[src/rtl/vpu_lane_ctrl.sv]
// vpu_lane_ctrl: sequences one request through a vector lane (IDLE/ISSUE/WAIT/RESP) and returns the result.
// Optional WAIT-state timeout is compiled in with `define VPU_LANE_CTRL_TIMEOUT_EN.
module vpu_lane_ctrl #(
    parameter int OPERAND_WIDTH  = 32,
    parameter int TIMEOUT_CYCLES = 64
) (
    input  logic                             clk,
    input  logic                             rst,
    input  logic                             req_valid_i,
    output logic                             req_ready_o,
    input  logic [3:0]                       req_opcode_i,
    input  logic [2:0][OPERAND_WIDTH-1:0]    req_operand_i,
    input  logic [2:0]                       req_operand_valid_i,
    output logic                             lane_start_o,
    output logic [8:0]                       lane_op_o,
    output logic [2:0][OPERAND_WIDTH-1:0]    lane_operand_o,
    output logic [2:0]                       lane_operand_valid_o,
    input  logic [OPERAND_WIDTH-1:0]         lane_dout_i,
    input  logic                             lane_done_i,
    output logic                             rsp_valid_o,
    input  logic                             rsp_ready_i,
    output logic [OPERAND_WIDTH-1:0]         rsp_data_o,
    output logic                             rsp_err_o,
    output logic                             busy_o,
    output logic [15:0]                      done_cnt_o
);

    typedef enum logic [1:0] {IDLE, ISSUE, WAIT, RESP} state_e;

    if (TIMEOUT_CYCLES < 1) begin : g_bad_timeout
        $error("TIMEOUT_CYCLES must be at least 1");
    end

    state_e                          state_q, state_d;
    logic [8:0]                      op_q, op_d;
    logic [2:0][OPERAND_WIDTH-1:0]   operand_q, operand_d;
    logic [2:0]                      opvld_q, opvld_d;
    logic [OPERAND_WIDTH-1:0]        rsp_data_q, rsp_data_d;
    logic                            rsp_err_q, rsp_err_d;
    logic [15:0]                     done_cnt_q, done_cnt_d;
    logic                            legal;

`ifdef VPU_LANE_CTRL_TIMEOUT_EN
    localparam int TW = $clog2(TIMEOUT_CYCLES + 1);
    logic [TW-1:0] tmo_cnt_q, tmo_cnt_d;
    logic          tmo_hit;
    assign tmo_hit = (tmo_cnt_q == TW'(TIMEOUT_CYCLES - 1));
`endif

    function automatic logic [8:0] op_onehot(input logic [3:0] opc);
        op_onehot = 9'd1 << opc;
    endfunction

    assign legal = (req_opcode_i <= 4'd8);

    always_comb begin
        state_d    = state_q;
        op_d       = op_q;
        operand_d  = operand_q;
        opvld_d    = opvld_q;
        rsp_data_d = rsp_data_q;
        rsp_err_d  = rsp_err_q;
        done_cnt_d = done_cnt_q;
`ifdef VPU_LANE_CTRL_TIMEOUT_EN
        tmo_cnt_d  = tmo_cnt_q;
`endif
        case (state_q)
            IDLE: begin
                if (req_valid_i) begin
                    if (legal) begin
                        op_d      = op_onehot(req_opcode_i);
                        operand_d = req_operand_i;
                        opvld_d   = req_operand_valid_i;
                        state_d   = ISSUE;
                    end else begin
                        rsp_data_d = '0;
                        rsp_err_d  = 1'b1;
                        state_d    = RESP;
                    end
                end
            end
            ISSUE: begin
`ifdef VPU_LANE_CTRL_TIMEOUT_EN
                tmo_cnt_d = '0;
`endif
                // A lane may answer in the same cycle it is started.
                if (lane_done_i) begin
                    rsp_data_d = lane_dout_i;
                    rsp_err_d  = 1'b0;
                    state_d    = RESP;
                end else begin
                    state_d = WAIT;
                end
            end
            WAIT: begin
                if (lane_done_i) begin
                    rsp_data_d = lane_dout_i;
                    rsp_err_d  = 1'b0;
                    state_d    = RESP;
                end
`ifdef VPU_LANE_CTRL_TIMEOUT_EN
                else if (tmo_hit) begin
                    rsp_data_d = '0;
                    rsp_err_d  = 1'b1;
                    state_d    = RESP;
                end else begin
                    tmo_cnt_d = tmo_cnt_q + 1'b1;
                end
`endif
            end
            RESP: begin
                if (rsp_ready_i) begin
                    done_cnt_d = done_cnt_q + 16'd1;
                    op_d       = '0;
                    state_d    = IDLE;
                end
            end
            default: state_d = IDLE;
        endcase
    end

    always_ff @(posedge clk or posedge rst) begin
        if (rst) begin
            state_q    <= IDLE;
            op_q       <= '0;
            operand_q  <= '0;
            opvld_q    <= '0;
            rsp_data_q <= '0;
            rsp_err_q  <= 1'b0;
            done_cnt_q <= '0;
`ifdef VPU_LANE_CTRL_TIMEOUT_EN
            tmo_cnt_q  <= '0;
`endif
        end else begin
            state_q    <= state_d;
            op_q       <= op_d;
            operand_q  <= operand_d;
            opvld_q    <= opvld_d;
            rsp_data_q <= rsp_data_d;
            rsp_err_q  <= rsp_err_d;
            done_cnt_q <= done_cnt_d;
`ifdef VPU_LANE_CTRL_TIMEOUT_EN
            tmo_cnt_q  <= tmo_cnt_d;
`endif
        end
    end

    // Ready is masked while reset is held so every output reads 0 during reset.
    assign req_ready_o          = (state_q == IDLE) && !rst;
    assign lane_start_o         = (state_q == ISSUE);
    assign lane_op_o            = op_q;
    assign lane_operand_o       = operand_q;
    assign lane_operand_valid_o = opvld_q;
    assign rsp_valid_o          = (state_q == RESP);
    assign rsp_data_o           = rsp_data_q;
    assign rsp_err_o            = rsp_err_q;
    assign busy_o               = (state_q != IDLE);
    assign done_cnt_o           = done_cnt_q;

endmodule

[config.mk]
export PLATFORM = sky130hd
export DESIGN_NAME = vpu_lane_ctrl
export DESIGN_NICKNAME = d
export VERILOG_FILES = /design/src/rtl/vpu_lane_ctrl.sv
export SDC_FILE = /design/constraint.sdc
export NUM_CORES = 1
export LEC_CHECK = 0
export CAP_MARGIN = 0
export CELL_PAD_IN_SITES_DETAIL_PLACEMENT = 0
export CELL_PAD_IN_SITES_GLOBAL_PLACEMENT = 2
export CORE_MARGIN = 2
export CORE_UTILIZATION = 36
export DETAILED_ROUTE_END_ITERATION = 8
export DONT_BUFFER_PORTS = 1
export PLACE_DENSITY_LB_ADDON = 0.1
export SLEW_MARGIN = 10
export SYNTH_ARGS = -nofsm -noshare
export SYNTH_HDL_FRONTEND = slang
export SYNTH_SLANG_ARGS = --single-unit
[constraint.sdc]
create_clock -name clk -period 5.35 [get_ports clk]
set_clock_uncertainty 0.1 [all_clocks]
set_input_delay 1.07 -clock clk [delete_from_list [all_inputs] [get_ports clk]]
set_output_delay 1.07 -clock clk [all_outputs]
set_load 0.01 [all_outputs]
### Yosys cells after proc, flatten, opt, wreduce, memory -nomap -nowiden

Index checks and enable logic that the tools add are counted.

* bits in registers: 159
* latch bits: 0
* bits in writable memories: 0
* ROM bits: 0
* output and inout bits: 161
* logic and storage cells: 51
* memories kept: 0

* add/sub/neg operators: 1
* multipliers: 0
* div/mod/pow operators: 0
* order comparisons: 1
* equality and inequality tests: 9
* shift operators: 1
* muxes and demuxes: 18
* bitwise gates (word level): 0
* reductions and logical operators: 12

Operators by type and width (count)
* 32-bit two-way mux: 3
* 32-bit one-hot mux with 2 select lines: 1
* 9-bit two-way mux: 3
* 9-bit one-hot mux with 2 select lines: 1
* 16-bit by 1-bit adder with 16-bit output, second input constant: 1
* 1-bit by 4-bit << shifter with 9-bit output, first input constant: 1
* 2-bit two-way mux: 4
* 2-bit inequality test, second input constant: 4
* 2-bit one-hot mux with 4 select lines: 1
* 4-bit AND reduction: 2
* 3-bit AND reduction: 2
* 2-bit nonzero test: 3
* 2-bit == test, second input constant: 2
* 4-bit <= comparator, second input constant: 1
* 1-bit two-way mux: 4
* 2-bit by 1-bit inequality test with 1-bit output, second input constant: 2
* 2-bit by 1-bit == test with 1-bit output, second input constant: 1
* 2-bit logical NOT: 1
* 1-bit one-hot mux with 2 select lines: 1
* 2-bit AND reduction: 1
* 2-bit OR reduction: 1
* 1-bit logical AND: 1
* 1-bit logical NOT: 1

### Depth between registers and ports, before layout

* depth after elaboration: 4
* depth in mapped cells: 7
* gate-level depth less buffers: 6

### Worst setup path after synthesis

OpenSTA, ideal clock, no wires.

* kind: in2reg
* start point: in req_opcode_i[2]
* end point: reg operand_q, in the netlist lane_operand_o[64]
* library setup time: 0.127 ns
* arrival: 2.526 ns
* required time: 5.123 ns
* setup slack: 2.597 ns
* cell stages on the path: 5
* path buffers: 2
* path through: or3_1 a211oi_4 buf_4 buf_6 mux2_1

* longest elaborated chain between the ends: 2

Ends and longest elaborated chain
* from (decl): line 11 `input logic [3:0] req_opcode_i,`
* 4-bit <= comparator: line 54 `assign legal = (req_opcode_i <= 4'd8);`
* 3-bit AND reduction (no source line)
* to (signal assigned): line 137 `operand_q <= operand_d;`
* to (decl): line 36 `logic [2:0][OPERAND_WIDTH-1:0] operand_q, operand_d;`

Every way passes these cells.
A chain may end at the register's enable or synchronous reset.

### Worst setup path after layout

* start point: in req_opcode_i[2]
* end point: reg operand_q, in the netlist lane_operand_o[59]

Same word-level chain as after synthesis.

==> run metrics <==
outcome finished clean; Inst Count DP 615; clock slew at reported path FFs 0.06 ns; setup repair after global routing missed its margin false; final non-filler cell total 647; Finished Cell Area 6949 um^2; VDD IR max 252.7 uV; Avg Cell Area, Syn 15.04 um^2; Mapped Area 6168 um^2; Post-Syn Nets 555; largest net degree at the start of global routing 160; antenna violations before repair 0; Area growth syn-to-layout 12.66%; Placed Area 6404 um^2; Post CTS Setup Buffer Count 0; crit path launch type primary input; clk_lat worst skew 0.42 ns; Post-DRT Antenna Nets 0; first-pass GRT wire length 20.14 mm; gr ovfl total 0; Layout Utilization 41.76%; Ant. Diodes 0; total CTS buffers 17; Hold Vio Cnt, Final 0; Final setup viols 0; cells after synthesis 410; drt first pass iters 4; Ports 301; crit end category flip-flop; Starting Density 37.06%; Pins Over Slew Limit 0; Setup CP Type in2reg; synth unique cells 40; TritonCTS clock tree built; initial DRC count 76; Arr. time, crit path 3.19 ns; worst-margin pin slew 1.214 ns; I/O Buffers 0; CORE AREA 16640 um^2; Power per Cell Area 649.0 nW/um^2; WL final 13.42 mm; vias 3421; Syn. warnings 0; wire per inst 20.74 um; Rows 47; hpwl dp 9.541 mm; CP max FO 87; Hold WS 0.4663 ns; Tcrit/Tclk final 55.88%; Max Root-Sink Buffers 2; DR vias/cell 5.287; synthesis-stage register bit count 159; drt drc 0; worst hold path type reg2reg; Worst Path Required 5.55 ns; total track usage 14.60%; CP startpoint req_opcode_i[2]; leakage power 3.024 nW; Post-CTS Hold Buffers 0; Slew Limit Headroom 18.97%; Reg area 3979 um^2; Clock Sinks 159; most frequent cells in the layout 159 x dfrtp_1, 97 x mux2_2, 31 x a22o_1, 17 x clkbuf_16, 13 x nand2_1; share of flip-flops with an asynchronous set or reset 100.0%; reg2reg path depth 6; PostCTS Resize Cnt 0; die width 134.9 um; vias in the first global route 3551; routability cong. 0.7044; final net count 559; Fmax 334.5 MHz; H-tree depth 4; Die Height 134.9 um; Hold Startpoint lane_operand_valid_o[1]; Die Area 18200 um^2; Synth Flop Type dfrtp_1; share of cells above drive strength 1 32.08%; setup TNS 0 ns; commonest non-fill, non-tap cell in the layout dfrtp_1; maxcap violations 0; fill count 1565; number of synthesized flops with an enable pin 0; sequential area share after synthesis 64.50%; clk root buf clkbuf_16; Multi-input gate area 2076 um^2; Final Critical Period 2.989 ns; Hold Crit Depth 1; Critical R2R Launch state_q[1]
==> layout make-up <==
| type | instances | share of cell area [%] |
|---|---|---|
| repair buffers | 2 | 0.5762 |
| well taps | 220 | 3.961 |
| inverters | 8 | 0.4861 |
| multi-input cells | 226 | 29.87 |
| clock buffers | 19 | 6.374 |
| clock inverters | 13 | 1.476 |
| flip-flops and latches | 159 | 57.26 |
==> final timing paths <==
path                       slack (ns)                       to
min in group asynchronous        0.61           rsp_data_o[31]
max                              2.36       lane_operand_o[59]
max in group asynchronous        3.81            rsp_data_o[2]
max reg2reg                      2.58       lane_operand_o[59]
min reg2reg                      0.47  lane_operand_valid_o[1]
min                              0.47  lane_operand_valid_o[1]
==> flip-flops by register name (all words and copies together) (netlist names) <==
| signal | count |
|---|---|
| lane_op_o | 9 |
| done_cnt_o | 16 |
| rsp_data_o | 32 |
| lane_operand_o | 96 |
| rsp_err_o | 1 |
| lane_operand_valid_o | 3 |
| state_q | 2 |
==> synthesized netlist by cell type (2+ instances only) <==
| master | number | share of area, % |
|---|---|---|
| buf_2 | 9 | 0.73 |
| a21oi_1 | 5 | 0.41 |
| nand2_1 | 13 | 0.79 |
| and3_1 | 2 | 0.20 |
| clkbuf_1 | 6 | 0.37 |
| o21ai_0 | 5 | 0.41 |
| nor4_1 | 2 | 0.20 |
| nand3_1 | 6 | 0.49 |
| a22o_1 | 31 | 4.4 |
| xor2_1 | 3 | 0.43 |
| inv_1 | 7 | 0.43 |
| mux2_1 | 10 | 1.8 |
| nand4_1 | 5 | 0.51 |
| nor3_1 | 6 | 0.49 |
| ha_1 | 5 | 1.0 |
| mux2_2 | 97 | 18 |
| dfrtp_1 | 159 | 65 |
| nor2_1 | 5 | 0.30 |
| o22ai_1 | 2 | 0.20 |
| xnor2_1 | 12 | 1.7 |
==> critical path, stage by stage <==
cell      delay (ns)
or3_1           0.44
a211oi_4        0.73
buf_12          0.40
mux2_2          0.40
==> report_power, final <==
group          internal (mW)  total, mW  switching (mW)
Sequential              1.75       2.41           0.664
Combinational          0.556      0.989           0.433
Clock                  0.613       1.11           0.496
Total                   2.92       4.51            1.59
==> through the flow <==
step           power [mW]  worst slack (ns)
2_1_floorplan       3.154             2.165
3_3_place_gp        3.425             1.961
3_5_place_dp        3.461             1.890
4_1_cts             4.601             2.352
5_1_grt             4.800             2.281
6_report            4.510             2.361
==> per-layer routing <==
layer / global-route usage [%] / part of all wire (%) / routed length [um] / up-vias
li1: - / - / - / 1485
met1: 15.94 / 36 / 4768 / 1724
met2: 24.17 / 51 / 6859 / 199
met3: 7.733 / 12 / 1623 / 13
met4: 5.322 / 1.2 / 164 / 0
met5: 0 / 0 / 0 / -
==> logic make-up after synthesis <==
| kind of cell | count (synthesis) | share of synthesized area (%) |
|---|---|---|
| flip-flops | 159 | 64.50 |
| XOR/XNOR | 15 | 2.130 |
| AND/OR/NAND/NOR | 46 | 3.753 |
| adder cells (fa/ha/maj) | 5 | 1.014 |
| AO/OA/AOI/OAI | 52 | 7.018 |
| multiplexers | 108 | 19.70 |
| buffers and inverters | 25 | 1.886 |
No activity file was read; power rests on OpenSTA's default activity.
